--- config.mk ---
export PLATFORM = sky130hd
export DESIGN_NAME = riscv_ext_intc
export DESIGN_NICKNAME = d
export VERILOG_FILES = /design/src/rtl/riscv_ext_intc.sv
export SDC_FILE = /design/constraint.sdc
export NUM_CORES = 1
export LEC_CHECK = 0
export ABC_AREA = 1
export BUFFER_PORTS_ARGS = -buffer_cell sky130_fd_sc_hd__buf_4
export CORE_ASPECT_RATIO = 0.7
export CORE_UTILIZATION = 44
export DETAILED_ROUTE_END_ITERATION = 10
export HOLD_SLACK_MARGIN = 0.15
export PLACE_DENSITY_LB_ADDON = 0.08
export REMOVE_ABC_BUFFERS = 1
export SLEW_MARGIN = 5
export SYNTH_ARGS = -nofsm -noshare
export SYNTH_HDL_FRONTEND = slang
export SYNTH_SLANG_ARGS = --single-unit
--- constraint.sdc ---
create_clock -name clk -period 3 [get_ports clk]
set_clock_uncertainty 0.2 [all_clocks]
set_input_delay 0.15 -clock clk [delete_from_list [all_inputs] [get_ports clk]]
set_output_delay 0.15 -clock clk [all_outputs]
set_load 0.01 [all_outputs]
--- src/rtl/riscv_ext_intc.sv ---
// External-interrupt front end: per-channel synchroniser, debouncer and edge
// latch, exposed as a sel/enable/write bus slave with a masked interrupt vector.
module riscv_ext_intc #(
    parameter int XLEN        = 32,
    parameter int NCH         = 16,
    parameter int SYNC_STAGES = 2,
    parameter int DB_WIDTH    = 16,
    parameter int DB_DEFAULT  = 1000
) (
    input  logic            clk,
    input  logic            rstn,
    input  logic            sel,
    input  logic            enable,
    input  logic            write,
    input  logic [XLEN-1:0] addr,
    input  logic [XLEN-1:0] wdata,
    output logic [XLEN-1:0] rdata,
    input  logic [NCH-1:0]  irq_i,
    output logic [NCH-1:0]  int_o
);

    localparam logic [2:0] REG_LEVEL   = 3'd0;
    localparam logic [2:0] REG_ENABLE  = 3'd1;
    localparam logic [2:0] REG_PENDING = 3'd2;
    localparam logic [2:0] REG_RISE_EN = 3'd3;
    localparam logic [2:0] REG_FALL_EN = 3'd4;
    localparam logic [2:0] REG_DBCNT   = 3'd5;
    localparam logic [DB_WIDTH-1:0] DB_RST = DB_WIDTH'(DB_DEFAULT);

    logic [NCH-1:0]      sync_r [SYNC_STAGES];
    logic [NCH-1:0]      sync_s;
    logic [NCH-1:0]      level_r;
    logic [NCH-1:0]      level_nxt_s;
    logic [DB_WIDTH-1:0] cnt_r [NCH];
    logic [DB_WIDTH-1:0] cnt_nxt_s [NCH];
    logic [NCH-1:0]      enable_r;
    logic [NCH-1:0]      pending_r;
    logic [NCH-1:0]      pending_nxt_s;
    logic [NCH-1:0]      rise_en_r;
    logic [NCH-1:0]      fall_en_r;
    logic [NCH-1:0]      edge_s;
    logic [NCH-1:0]      clr_s;
    logic [DB_WIDTH-1:0] dbcnt_r;
    logic [XLEN-1:0]     rdata_r;
    logic [XLEN-1:0]     rd_mux_s;
    logic [2:0]          reg_sel_s;
    logic                wr_s;
    logic                rd_s;
    logic                unused_s;

    assign wr_s      = sel & enable & write;
    assign rd_s      = sel & enable & ~write;
    assign reg_sel_s = addr[4:2];
    assign sync_s    = sync_r[SYNC_STAGES-1];
    assign unused_s  = ^{addr[XLEN-1:5], addr[1:0], wdata};

    // Synchroniser shift registers, one column per channel
    always_ff @(posedge clk or negedge rstn) begin
        if (!rstn) begin
            for (int k = 0; k < SYNC_STAGES; k++) begin
                sync_r[k] <= '0;
            end
        end else begin
            sync_r[0] <= irq_i;
            for (int k = 1; k < SYNC_STAGES; k++) begin
                sync_r[k] <= sync_r[k-1];
            end
        end
    end

    // Debounce next-state: restart on agreement, flip once the count reaches the threshold
    always_comb begin
        level_nxt_s = level_r;
        for (int i = 0; i < NCH; i++) begin
            cnt_nxt_s[i] = cnt_r[i];
            if (sync_s[i] == level_r[i]) begin
                cnt_nxt_s[i] = '0;
            end else if (cnt_r[i] >= dbcnt_r) begin
                level_nxt_s[i] = sync_s[i];
                cnt_nxt_s[i]   = '0;
            end else begin
                cnt_nxt_s[i] = cnt_r[i] + DB_WIDTH'(1);
            end
        end
    end

    // Debounced level and per-channel counters
    always_ff @(posedge clk or negedge rstn) begin
        if (!rstn) begin
            level_r <= '0;
            for (int i = 0; i < NCH; i++) begin
                cnt_r[i] <= '0;
            end
        end else begin
            level_r <= level_nxt_s;
            for (int i = 0; i < NCH; i++) begin
                cnt_r[i] <= cnt_nxt_s[i];
            end
        end
    end

    // Edge events latch on the same edge the debounced level flips; set beats W1C
    always_comb begin
        if (wr_s && (reg_sel_s == REG_PENDING)) begin
            clr_s = wdata[NCH-1:0];
        end else begin
            clr_s = '0;
        end
        edge_s        = (level_nxt_s & ~level_r & rise_en_r) |
                        (~level_nxt_s & level_r & fall_en_r);
        pending_nxt_s = (pending_r & ~clr_s) | edge_s;
    end

    // Software-visible control registers
    always_ff @(posedge clk or negedge rstn) begin
        if (!rstn) begin
            enable_r  <= '0;
            rise_en_r <= '0;
            fall_en_r <= '0;
            dbcnt_r   <= DB_RST;
            pending_r <= '0;
        end else begin
            pending_r <= pending_nxt_s;
            if (wr_s) begin
                case (reg_sel_s)
                    REG_ENABLE:  enable_r  <= wdata[NCH-1:0];
                    REG_RISE_EN: rise_en_r <= wdata[NCH-1:0];
                    REG_FALL_EN: fall_en_r <= wdata[NCH-1:0];
                    REG_DBCNT:   dbcnt_r   <= wdata[DB_WIDTH-1:0];
                    default:     ;
                endcase
            end
        end
    end

    // Read mux, zero-extended; unmapped offsets read zero
    always_comb begin
        rd_mux_s = '0;
        case (reg_sel_s)
            REG_LEVEL:   rd_mux_s[NCH-1:0]      = level_r;
            REG_ENABLE:  rd_mux_s[NCH-1:0]      = enable_r;
            REG_PENDING: rd_mux_s[NCH-1:0]      = pending_r;
            REG_RISE_EN: rd_mux_s[NCH-1:0]      = rise_en_r;
            REG_FALL_EN: rd_mux_s[NCH-1:0]      = fall_en_r;
            REG_DBCNT:   rd_mux_s[DB_WIDTH-1:0] = dbcnt_r;
            default:     rd_mux_s               = '0;
        endcase
    end

    // Registered read data, held between reads
    always_ff @(posedge clk or negedge rstn) begin
        if (!rstn) begin
            rdata_r <= '0;
        end else if (rd_s) begin
            rdata_r <= rd_mux_s;
        end
    end

    assign rdata = rdata_r;
    assign int_o = pending_r & enable_r;

endmodule

==> summary.txt, run 1 <==
Run status
  – Status: finished, final reports clean

GRT
  – First-pass GRT wire length: 111 mm
  – Initial antenna violation count: 0
  – Global Route Usage Sum: 0.253
  – Vias in the first global route: 20,300
  – Congestion Overflow GR: 0
  – Largest net degree at the start of global routing: 83

Setup path
  – Worst Setup Start Kind: input pin
  – Req. time, crit path: 3.32 ns
  – R2R setup slack: ~0.34 ns
  – R2r startpoint: dbcnt_r[8]$_DFFE_PN1P_
  – R2r worst-path depth: 9
  – Most frequent CP cell: dlygate4sd3_1
  – Max FO, Critical Path: 32
  – Slowest cell delay on critical path: 0.58 ns
  – WP data arrival: around 3.1 ns
  – R2r endpoint: cnt_r[15]$_DFF_PN0_
  – Crit end category: flop
  – Crit-path cells: dlygate4sd3_1 > buf_4 > inv_2 > nand3_4 > nor2_2 > buf_12 > nand2_1 > dlygate4sd3_1 > o21ai_0 > dlygate4sd3_1
  – Crit path kind: in2reg
  – Worst path slowest cell: dlygate4sd3_1

Floorplan
  – Full die area: 56,300 um2
  – Die height: 199 um
  – Initial Utilization: 0.449
  – Core ar.: about 54,000 um2
  – Die width: 283 um
  – Core Rows: 71
  – # IOs: 133

STA
  – Relative slew slack: 0.423
  – RSZ-0062 raised after global routing: false
  – Period utilisation layout: 0.912
  – Final Hold Viols: 0
  – Fmax: 0.365 GHz
  – Post-layout min period: 2.74 ns
  – Fin. max-slew vios: 0
  – Fin Setup TNS: 0 ns
  – Worst-Margin Slew: approximately 0.87 ns
  – Setup-failing EPs final: 0

Detailed routing
  – Routed WL: 69.1 mm
  – Routed Antenna Nets: 0
  – Vias: 20,400
  – Via/cell ratio: approximately 5.2
  – Router iterations before antenna repair: 7
  – Met3 WL post-DR: 3.55 mm
  – Met1 WL: 33.5 mm
  – Wire length on met2: 30.4 mm
  – Residual DRC: 0
  – Initial drt markers: between 1,000 and 1,500
  – Wire per inst: 17.6 um
  – Max layer used: met4

Min path
  – Hold_sp: sync_r[20]$_DFF_PN0_
  – Worst min path class: reg2reg
  – Hold Path End: sync_s[4]$_DFF_PN0_
  – Min-Delay Path Depth: 0

Placement
  – Post-DP HPWL: slightly below 50 mm
  – Post-placement cell area: 26,200 um2
  – RD Place Congestion: 0.899
  – PortBufs: 71

Cells and area
  – Final nets: 3,524
  – Final Cell Area: 28,500 um2
  – Area Overhead vs Synth: 17.3%
  – Share of layout cells above drive strength 1: 0.0759

Power and ir drop
  – Clk pwr share: 0.375
  – Comb pwr share: 0.210
  – Peak supply drop: 0.000447 V
  – Pint: 9950 uW
  – Sw Share: 0.308
  – Flop pwr share: 0.415
  – PwrDens: between 500 and 600 nW/um2
  – Leakage: 0.0137 uW
  – Psw: 4430 uW

Clock network
  – CTS Buf Count: 44
  – Bufs on Longest Clock Path: 3
  – Clock net sink count: 400
  – Skew-Pair Late Insertion Delay: 0.58 ns
  – Clk pin slew, worst setup/hold paths: 0.06 ns
  – H-tree lvl count: 2
  – Root Buffer: clkbuf_16
  – CTS tree: yes

Synth
  – Async SR Flop Fraction: 1.00
  – Synth area leader: dfrtp_1
  – Average size of a mapped cell: approximately 8.3 um2
  – Post-synth EDFFs: 0
  – Most instantiated library cell after synthesis: nand2_1
  – Commonest cells in the synthesized netlist: nand2_1, dfrtp_1, nor2_1, inv_1, ha_1
  – Distinct cell type count after synthesis: 36
  – Register area share after synthesis: 0.412
  – Mapped cell area: 24,300 um2
  – Most used DFF post-synth: dfrtp_1
  – Synth top area share: 0.405
  – Gate count after technology mapping: 2,922
  – Synth area leaders: dfrtp_1, ha_1, nand2_1
  – Flops & latches, synth: 400
  – Ys Warns: 0

Flow run
  – Max-Cap Viols: 0
## cell families (layout without fill, tap and decap cells)
family | after synthesis | in the layout | synth area share
AOI/OAI and AO/OA | 403 | 403 | 0.0895
xor gates and xnor gates | 191 | 191 | 0.0688
adders and majority gates | 272 | 272 | 0.140
buffers and inverters | 404 | 667 | 0.0678
DFF | 400 | 400 | 0.412
other | 1 | 17 | 0.000154
and+or+nand+nor | 1251 | 1251 | 0.222
## cell type report
type                       instances  area, um2
tap                              730        913
multi-input combinational       2133      12700
clock inverter                     8       90.1
sequential                       400      10000
antenna                            1       2.50
inverter                         346       1300
timing repair buffer             242       2190
fill                            5095      25600
clock buffer                      71       1300
## critical path: cells and delay by family
family	cells	cell delay, ns
compound gates	1	0.08
buf+inv	6	2.32
simple gates	3	0.48
## flip-flops by register name, summed over array words and instances (netlist names)
name,count
cnt_r,256
dbcnt_r,16
enable_r,16
fall_en_r,16
level_r,16
pending_r,16
rdata,16
rise_en_r,16
sync_r,16
sync_s,16
## power groups by stage
stage	clock (uW)	combinational, uW	sequential (uW)
6_report	5390	3020	5970
4_1_cts	5540	3030	5970
3_5_place_dp	0	2880	6060
3_3_place_gp	0	2770	6050
2_1_floorplan	0	1460	6010
5_1_grt	5770	3400	6010
## worst max path at each step
stage	from	endpoint	slack [ns]	depth (start not counted)
after global routing	dbcnt_r[3]$_DFFE_PN1P_	cnt_r[81]$_DFF_PN0_	0.15	10
after global placement	dbcnt_r[8]$_DFFE_PN1P_	cnt_r[12]$_DFF_PN0_	0.39	9
final	addr[3]	dbcnt_r[7]$_DFFE_PN1P_	0.26	10
after detailed placement	dbcnt_r[8]$_DFFE_PN1P_	cnt_r[12]$_DFF_PN0_	0.34	9
after CTS	addr[3]	dbcnt_r[7]$_DFFE_PN1P_	0.13	10
after floorplan	dbcnt_r[7]$_DFFE_PN1P_	cnt_r[10]$_DFF_PN0_	0.74	13
## layout by cell type, fill, tap and decap left out, types with 96 or more instances in the layout
cell type      netlist  final
dfrtp_1            394    394
nor2_1             371    371
inv_1              343    343
nor3_1             104    104
dlygate4sd3_1        0     96
buf_4               18    135
ha_1               272    272
nand2_1            515    515
a21oi_1            131    131
xor2_1             143    143
o21ai_0            162    162
nand3_1            146    146
## per-stage QoR
stage / hold WS, ns / std cells / total power [uW] / setup slack, ns / util
floorplan: -0.346 / 2879 / 7470 / 0.740 / -
global route: 0.152 / 3930 / 15200 / 0.152 / 0.527
global placement: 0.0220 / 3755 / 8820 / 0.389 / 0.483
finish: 0.148 / 3931 / 14400 / 0.263 / 0.527
CTS: 0.150 / 3930 / 14500 / 0.133 / 0.527
detailed placement: 0.0277 / 3755 / 8940 / 0.341 / 0.483
## repair_timing
item                                    CTS  global route
hold buffers                             96             0
setup buffers                             0             0
endpoints found under the setup margin    0             1
hold endpoints to repair                511             0
resized for setup                         0             1
## routing by layer
layer | up-vias | global-route usage
met5 | - | 0
met1 | 9672 | 0.358
met2 | 449 | 0.402
li1 | 10100 | -
met3 | 102 | 0.0401
met4 | 0 | 0.0685
Note: power is estimated with default switching activity, not from simulation.
==> run 2: changes to the inputs <==
--- a/config.mk
+++ b/config.mk
@@ -8,7 +8,7 @@
 export ABC_AREA = 1
 export BUFFER_PORTS_ARGS = -buffer_cell sky130_fd_sc_hd__buf_4
 export CORE_ASPECT_RATIO = 0.7
-export CORE_UTILIZATION = 44
+export CORE_UTILIZATION = 62
 export DETAILED_ROUTE_END_ITERATION = 10
 export HOLD_SLACK_MARGIN = 0.15
 export PLACE_DENSITY_LB_ADDON = 0.08
==> run 2 against run 1 <==
Net effect:
- design area decreased by 1.7%
- flip-flop and latch count is the same
- first-iteration DRC count rose by 30%
- total power is 2.2% lower
- clock-buffer cell count is 4 lower
- sequential power is essentially flat
- core utilization rose by 20 points
- largest power group unchanged
==> summary.txt, run 2 (synthesis gave the netlist of run 1 again) <==
Run status
  – Status: finished, final reports clean

Setup path
  – Req. time, crit path: 3.29 ns
  – R2r startpoint: dbcnt_r[5]$_DFFE_PN1P_
  – Crit path kind: in2reg
  – Crit end category: flop
  – Worst path slowest cell: dlygate4sd3_1
  – Crit-path leading delay family: buffers and inverters
  – Max FO, Critical Path: 18
  – WP data arrival: 3.10 ns
  – Worst Setup SP: addr[3]
  – Worst path bufs/invs: 7
  – R2R setup slack: between 0.2 and 0.25 ns
  – Slowest cell delay on critical path: 0.57 ns
  – Worst Setup Start Kind: input pin
  – Crit-path cells: dlygate4sd3_1 > buf_4 > inv_2 > nand3_4 > buf_4 > nor2_2 > buf_4 > nand2_1 > dlygate4sd3_1 > o21ai_0 > dlygate4sd3_1

Placement
  – Post-placement cell area: 25,900 um2
  – Pre-CTS worst setup slack: 0.202 ns
  – Post-DP HPWL: around 46 mm
  – RD Place Congestion: 0.986
  – PortBufs: 71
  – Placed Instances: 3,549

Power and ir drop
  – PwrDens: 501 nW/um2
  – Power Total: 14,100 uW
  – Peak supply drop: 0.000444 V
  – Leakage: 0.0136 uW

Clock network
  – Skew-Pair Late Insertion Delay: about 0.56 ns
  – Clock net sink count: 400
  – Bufs on Longest Clock Path: 3
  – CTS tree: yes
  – Clk pin slew, worst setup/hold paths: about 0.060 ns
  – CTS Buf Count: between 40 and 50
  – Root Buffer: clkbuf_16
  – Setup Buffers After CTS: 0
  – H-tree lvl count: 2

Detailed routing
  – Routed Antenna Nets: 0
  – Residual DRC: 0
  – Vias: between 20,000 and 25,000
  – Wire per inst: between 15 and 20 um
  – Initial drt markers: 1,861
  – Routed WL: around 65 mm
  – Router iterations before antenna repair: 6
  – Via/cell ratio: approximately 5.7

Floorplan
  – Full die area: around 40,000 um2
  – # IOs: between 100 and 150
  – Core ar.: 38,500 um2
  – Die height: about 170 um
  – Die width: 239 um
  – Core Rows: 60
  – Initial Utilization: 0.632

Cells and area
  – Max FFs per register: 256
  – Fin cells: 3,713
  – Share of layout cells above drive strength 1: 0.0734
  – Area of the multi-input gates: 12,700 um2
  – N_diodes: 0
  – Final nets: 3,513
  – Final Cell Area: roughly 28,000 um2
  – Largest reg by FF count: cnt_r
  – Fill count: 2,954
  – Most common cell after layout, fill and taps aside: nand2_1
  – Commonest non-fill, non-tap cells in the layout: nand2_1, dfrtp_1, nor2_1, inv_1, ha_1
  – Area Overhead vs Synth: 15.4%
  – Register area: 10,000 um2

STA
  – Fin. max-slew vios: 0
  – Fin Setup TNS: 0 ns
  – Final Hold Viols: 0
  – Relative slew slack: 0.500
  – Post-layout min period: about 2.8 ns
  – Period utilisation layout: 0.938
  – Worst-Margin Slew: 0.750 ns
  – RSZ-0062 raised after global routing: false
  – Fmax: 0.355 GHz
  – Final setup margin: 0.187 ns
  – Setup-failing EPs final: 0

Flow run
  – Max-Cap Viols: 0

GRT
  – Largest net degree at the start of global routing: 80
  – Vias in the first global route: 20,700
  – First-pass GRT wire length: 106 mm
  – Congestion Overflow GR: 0
  – Global Route Usage Sum: 0.332
  – Initial antenna violation count: 0

Min path
  – Hold_sp: sync_r[23]$_DFF_PN0_
  – Worst min path class: reg2reg
-- run 2: changes by cell type in the layout (fill, tap and decap cells not counted), sizes merged --
cell and change:
dlygate4sd3 -6, clkbuf -4, buf -3, clkinv -3, inv +2, diode -1
-- run 2: final timing paths --
check,end,cells past startpoint
setup / recovery,dbcnt_r[15]$_DFFE_PN0P_,11
hold / removal,sync_s[7]$_DFF_PN0_,0
setup reg to reg,cnt_r[204]$_DFF_PN0_,9
hold reg to reg,sync_s[7]$_DFF_PN0_,0
max in group asynchronous,dbcnt_r[9]$_DFFE_PN1P_,4
min in group asynchronous,cnt_r[124]$_DFF_PN0_,3
-- run 2: routing by layer --
layer / GRT usage / part of all wire
met5: 0 / 0
met2: 0.535 / 0.45
met1: 0.449 / 0.44
met3: 0.0542 / 0.069
met4: 0.130 / 0.041
-- run 2: what timing repair did --
action | CTS | global route
resized for setup | 0 | 2
hold buffers | 88 | 2
hold endpoints to repair | 509 | 6
endpoints found under the setup margin | 0 | 12
-- run 2: area by class of cell --
type	instances	share of cell area
well taps	527	0.0235
repair buffers	233	0.0733
inverters	346	0.0463
clock inverters	7	0.00339
flip-flops and latches	400	0.357
multi-input cells	2133	0.454
clock buffers	67	0.0430
-- run 2: per-stage QoR --
step                 util  hold slack, ns
floorplan               -          -0.346
global placement    0.671         0.00505
detailed placement  0.671          0.0165
CTS                 0.728           0.152
global route        0.729           0.153
finish              0.729           0.149
-- run 2: report_power, final --
group / switching, uW / total (uW) / leakage [uW] / internal, uW
Sequential: 250 / 5980 / 0.00531 / 5730
Clock: 2210 / 5130 / 0.000633 / 2930
Combinational: 1880 / 2950 / 0.00762 / 1080
-- run 2: worst register-to-register path, stage by stage, from the launching register on --
cell and delay [ns]:
dfstp_2 0.52, inv_1 0.23, buf_4 0.31, ha_1 0.32, a21oi_1 0.16, o21a_1 0.13, nand3_1 0.07, nand2_1 0.08
nand3_1 0.42, nor2_1 0.27
==> run 3: changes to the inputs <==
--- a/config.mk
+++ b/config.mk
@@ -8,7 +8,7 @@
 export ABC_AREA = 1
 export BUFFER_PORTS_ARGS = -buffer_cell sky130_fd_sc_hd__buf_4
 export CORE_ASPECT_RATIO = 0.7
-export CORE_UTILIZATION = 62
+export CORE_UTILIZATION = 37
 export DETAILED_ROUTE_END_ITERATION = 10
 export HOLD_SLACK_MARGIN = 0.15
 export PLACE_DENSITY_LB_ADDON = 0.08
==> constraint.sdc (replaced) <==
create_clock -name clk -period 3 [get_ports clk]
set_clock_uncertainty 0.2 [all_clocks]
set_input_delay 0.15 -clock clk [delete_from_list [all_inputs] [get_ports clk]]
set_output_delay 0.15 -clock clk [all_outputs]
set_load 0.02 [all_outputs]
==> run 3 against run 2 <==
Net effect:
- combinational power is 7.1% higher
- via count down 3.0%
- non-clock buffer count rose by 10
- clock-buffer cell count rose by 7
- largest cell class unchanged
==> summary.txt, run 3 (synthesis gave the netlist of run 1 again) <==
Power and ir drop
  – Peak supply drop: between 0.0003 and 0.0004 V
  – PwrDens: 519 nW/um2
  – Power Total: 15,000 uW
  – Leakage: between 0.01 and 0.015 uW

Min path
  – Hold_sp: sync_r[22]$_DFF_PN0_
  – Min-Delay Path Depth: 0
  – Hold Path End: sync_s[6]$_DFF_PN0_
  – Worst min path class: reg2reg

Cells and area
  – Largest reg by FF count: cnt_r
  – Most common cell after layout, fill and taps aside: nand2_1
  – Commonest non-fill, non-tap cells in the layout: nand2_1, dfrtp_1, nor2_1, inv_1, ha_1
  – Max FFs per register: 256
  – Area Overhead vs Synth: 18.9%
  – Final nets: 3,528
  – Share of layout cells above drive strength 1: 0.0770

Setup path
  – R2R setup slack: 0.37 ns
  – Worst path slowest cell: nor2_2
  – Slowest cell delay on critical path: 1.01 ns
  – Crit-path leading delay family: buffers and inverters
  – Max FO, Critical Path: 16
  – Most frequent CP cell: dlygate4sd3_1
  – R2r worst-path depth: 11
  – Crit-path cells: dlygate4sd3_1 > buf_4 > nand3_2 > nor2_2 > o21ai_0 > dlygate4sd3_1
  – Req. time, crit path: 3.27 ns
  – WP data arrival: 3.05 ns
  – Worst Setup Start Kind: input pin
  – R2r endpoint: cnt_r[227]$_DFF_PN0_
  – R2r startpoint: dbcnt_r[6]$_DFFE_PN1P_
  – Crit end category: flop
  – Crit path kind: in2reg
  – Worst path bufs/invs: 3

Placement
  – RD Place Congestion: 0.879
  – PortBufs: between 70 and 80
  – Post-DP HPWL: between 40 and 50 mm

GRT
  – Global routing's busiest layer: met2
  – Met2 usage: 0.334
  – Met1 usage: 0.316
  – First-pass GRT wire length: 114 mm
  – Met3 Resource Use GR: 0.0367
  – Congestion Overflow GR: 0
  – Initial antenna violation count: 2
  – Vias in the first global route: 20,200
  – Global Route Usage Sum: 0.220
  – Largest net degree at the start of global routing: 102

STA
  – Worst-Margin Slew: 1.25 ns
  – Fin Setup TNS: 0 ns
  – Fmax: between 0.3 and 0.4 GHz
  – Period utilisation layout: 0.926
  – Relative slew slack: 0.161
  – Final Hold Viols: 0
  – RSZ-0062 raised after global routing: false
  – Fin. max-slew vios: 0
  – Post-layout min period: 2.78 ns
  – Setup-failing EPs final: 0

Floorplan
  – Full die area: 66,800 um2
  – Core ar.: 64,900 um2
  – Core Rows: 78
  – Initial Utilization: 0.375
  – Die width: 309 um
  – Die height: 217 um
  – # IOs: 133

Clock network
  – CTS Buf Count: 46
  – CTS tree: yes
  – Clock net sink count: 400
  – Skew-Pair Late Insertion Delay: about 0.6 ns
  – Resized cells post-CTS: 0
  – Bufs on Longest Clock Path: 3
  – H-tree lvl count: 2
  – Clk pin slew, worst setup/hold paths: about 0.060 ns
  – Root Buffer: clkbuf_16

Flow run
  – Max-Cap Viols: 0

Detailed routing
  – Residual DRC: 0
  – Wire per inst: 17.6 um
  – Via/cell ratio: 4.99
  – Initial drt markers: about 1,200
  – Router iterations before antenna repair: 6
  – Routed WL: 72.1 mm
  – Vias: 20,400
  – Routed Antenna Nets: 0

Run status
  – Status: finished, final reports clean
[run 3: cell types whose count changed in the layout (fill, tap and decap cells not counted), sizes merged]
cell / change
clkinv: +1
nor2: +1
bufinv: +1
diode: +1
buf: -4
dlygate4sd3: +14
clkbuf: +7
inv: -1
clkinvlp: +2
[run 3: cell type report]
type	instances	area [um2]
Fill cell	6454	36000
Multi-Input combinational cell	2134	12700
Sequential cell	400	10000
Timing Repair Buffer	243	2230
Clock buffer	74	1410
Inverter	346	1300
Tap cell	880	1100
Clock inverter	10	134
Antenna cell	1	2.50
[run 3: layer usage]
metal  vias up  part of all wire  wire length [um]
met1      9708              0.49             35500
met4         0             0.031              2210
met5         -                 0                 0
met2       424              0.42             30500
li1      10200                 -                 -
met3       126             0.054              3920
[run 3: worst max path at each step]
stage	from	endpoint	slack, ns	cells after the start
final	addr[2]	dbcnt_r[4]$_DFFE_PN0P_	0.22	6
after CTS	addr[2]	dbcnt_r[2]$_DFFE_PN0P_	0.02	8
after global placement	dbcnt_r[6]$_DFFE_PN1P_	cnt_r[15]$_DFF_PN0_	0.39	13
after detailed placement	dbcnt_r[6]$_DFFE_PN1P_	cnt_r[10]$_DFF_PN0_	0.39	13
after global routing	addr[2]	dbcnt_r[4]$_DFFE_PN0P_	0.11	6
after floorplan	dbcnt_r[7]$_DFFE_PN1P_	cnt_r[10]$_DFF_PN0_	0.74	13
[run 3: where the power goes]
| group | total (uW) | switching [uW] | internal (uW) |
|---|---|---|---|
| Combinational | 3160 | 2040 | 1120 |
| Sequential | 5990 | 255 | 5730 |
| Clock | 5860 | 2400 | 3460 |
| Total | 15000 | 4700 | 10300 |
[run 3: worst reg2reg max path, cell delays in order, from the launching register on]
cell     delay (ns)
dfstp_2        0.52
inv_1          0.20
buf_4          0.34
ha_1           0.33
nand2_1        0.06
nor2_1         0.15
nand4_1        0.11
nand3_1        0.14
nand2_1        0.08
nand3_1        0.08
buf_4          0.23
nor2_1         0.07
[run 3: per-stage QoR]
| stage | cell area (um2) | cells | hold WS (ns) | utilization | setup slack [ns] |
|---|---|---|---|---|---|
| after detailed placement | 26300 | 3895 | -0.135 | 0.405 | 0.391 |
| after floorplan | 24000 | 2879 | -0.346 | - | 0.740 |
| after global routing | 28900 | 4087 | 0.160 | 0.446 | 0.113 |
| after CTS | 28900 | 4084 | 0.150 | 0.445 | 0.0186 |
| final | 28900 | 4088 | 0.142 | 0.446 | 0.222 |
| after global placement | 26300 | 3895 | -0.135 | 0.405 | 0.390 |
[run 3: repair_timing]
item / 4_1_cts / 5_1_grt
hold endpoints to repair: 514 / 0
setup buffers: 0 / 2
hold buffers: 105 / 0
setup endpoints to repair: 0 / 15
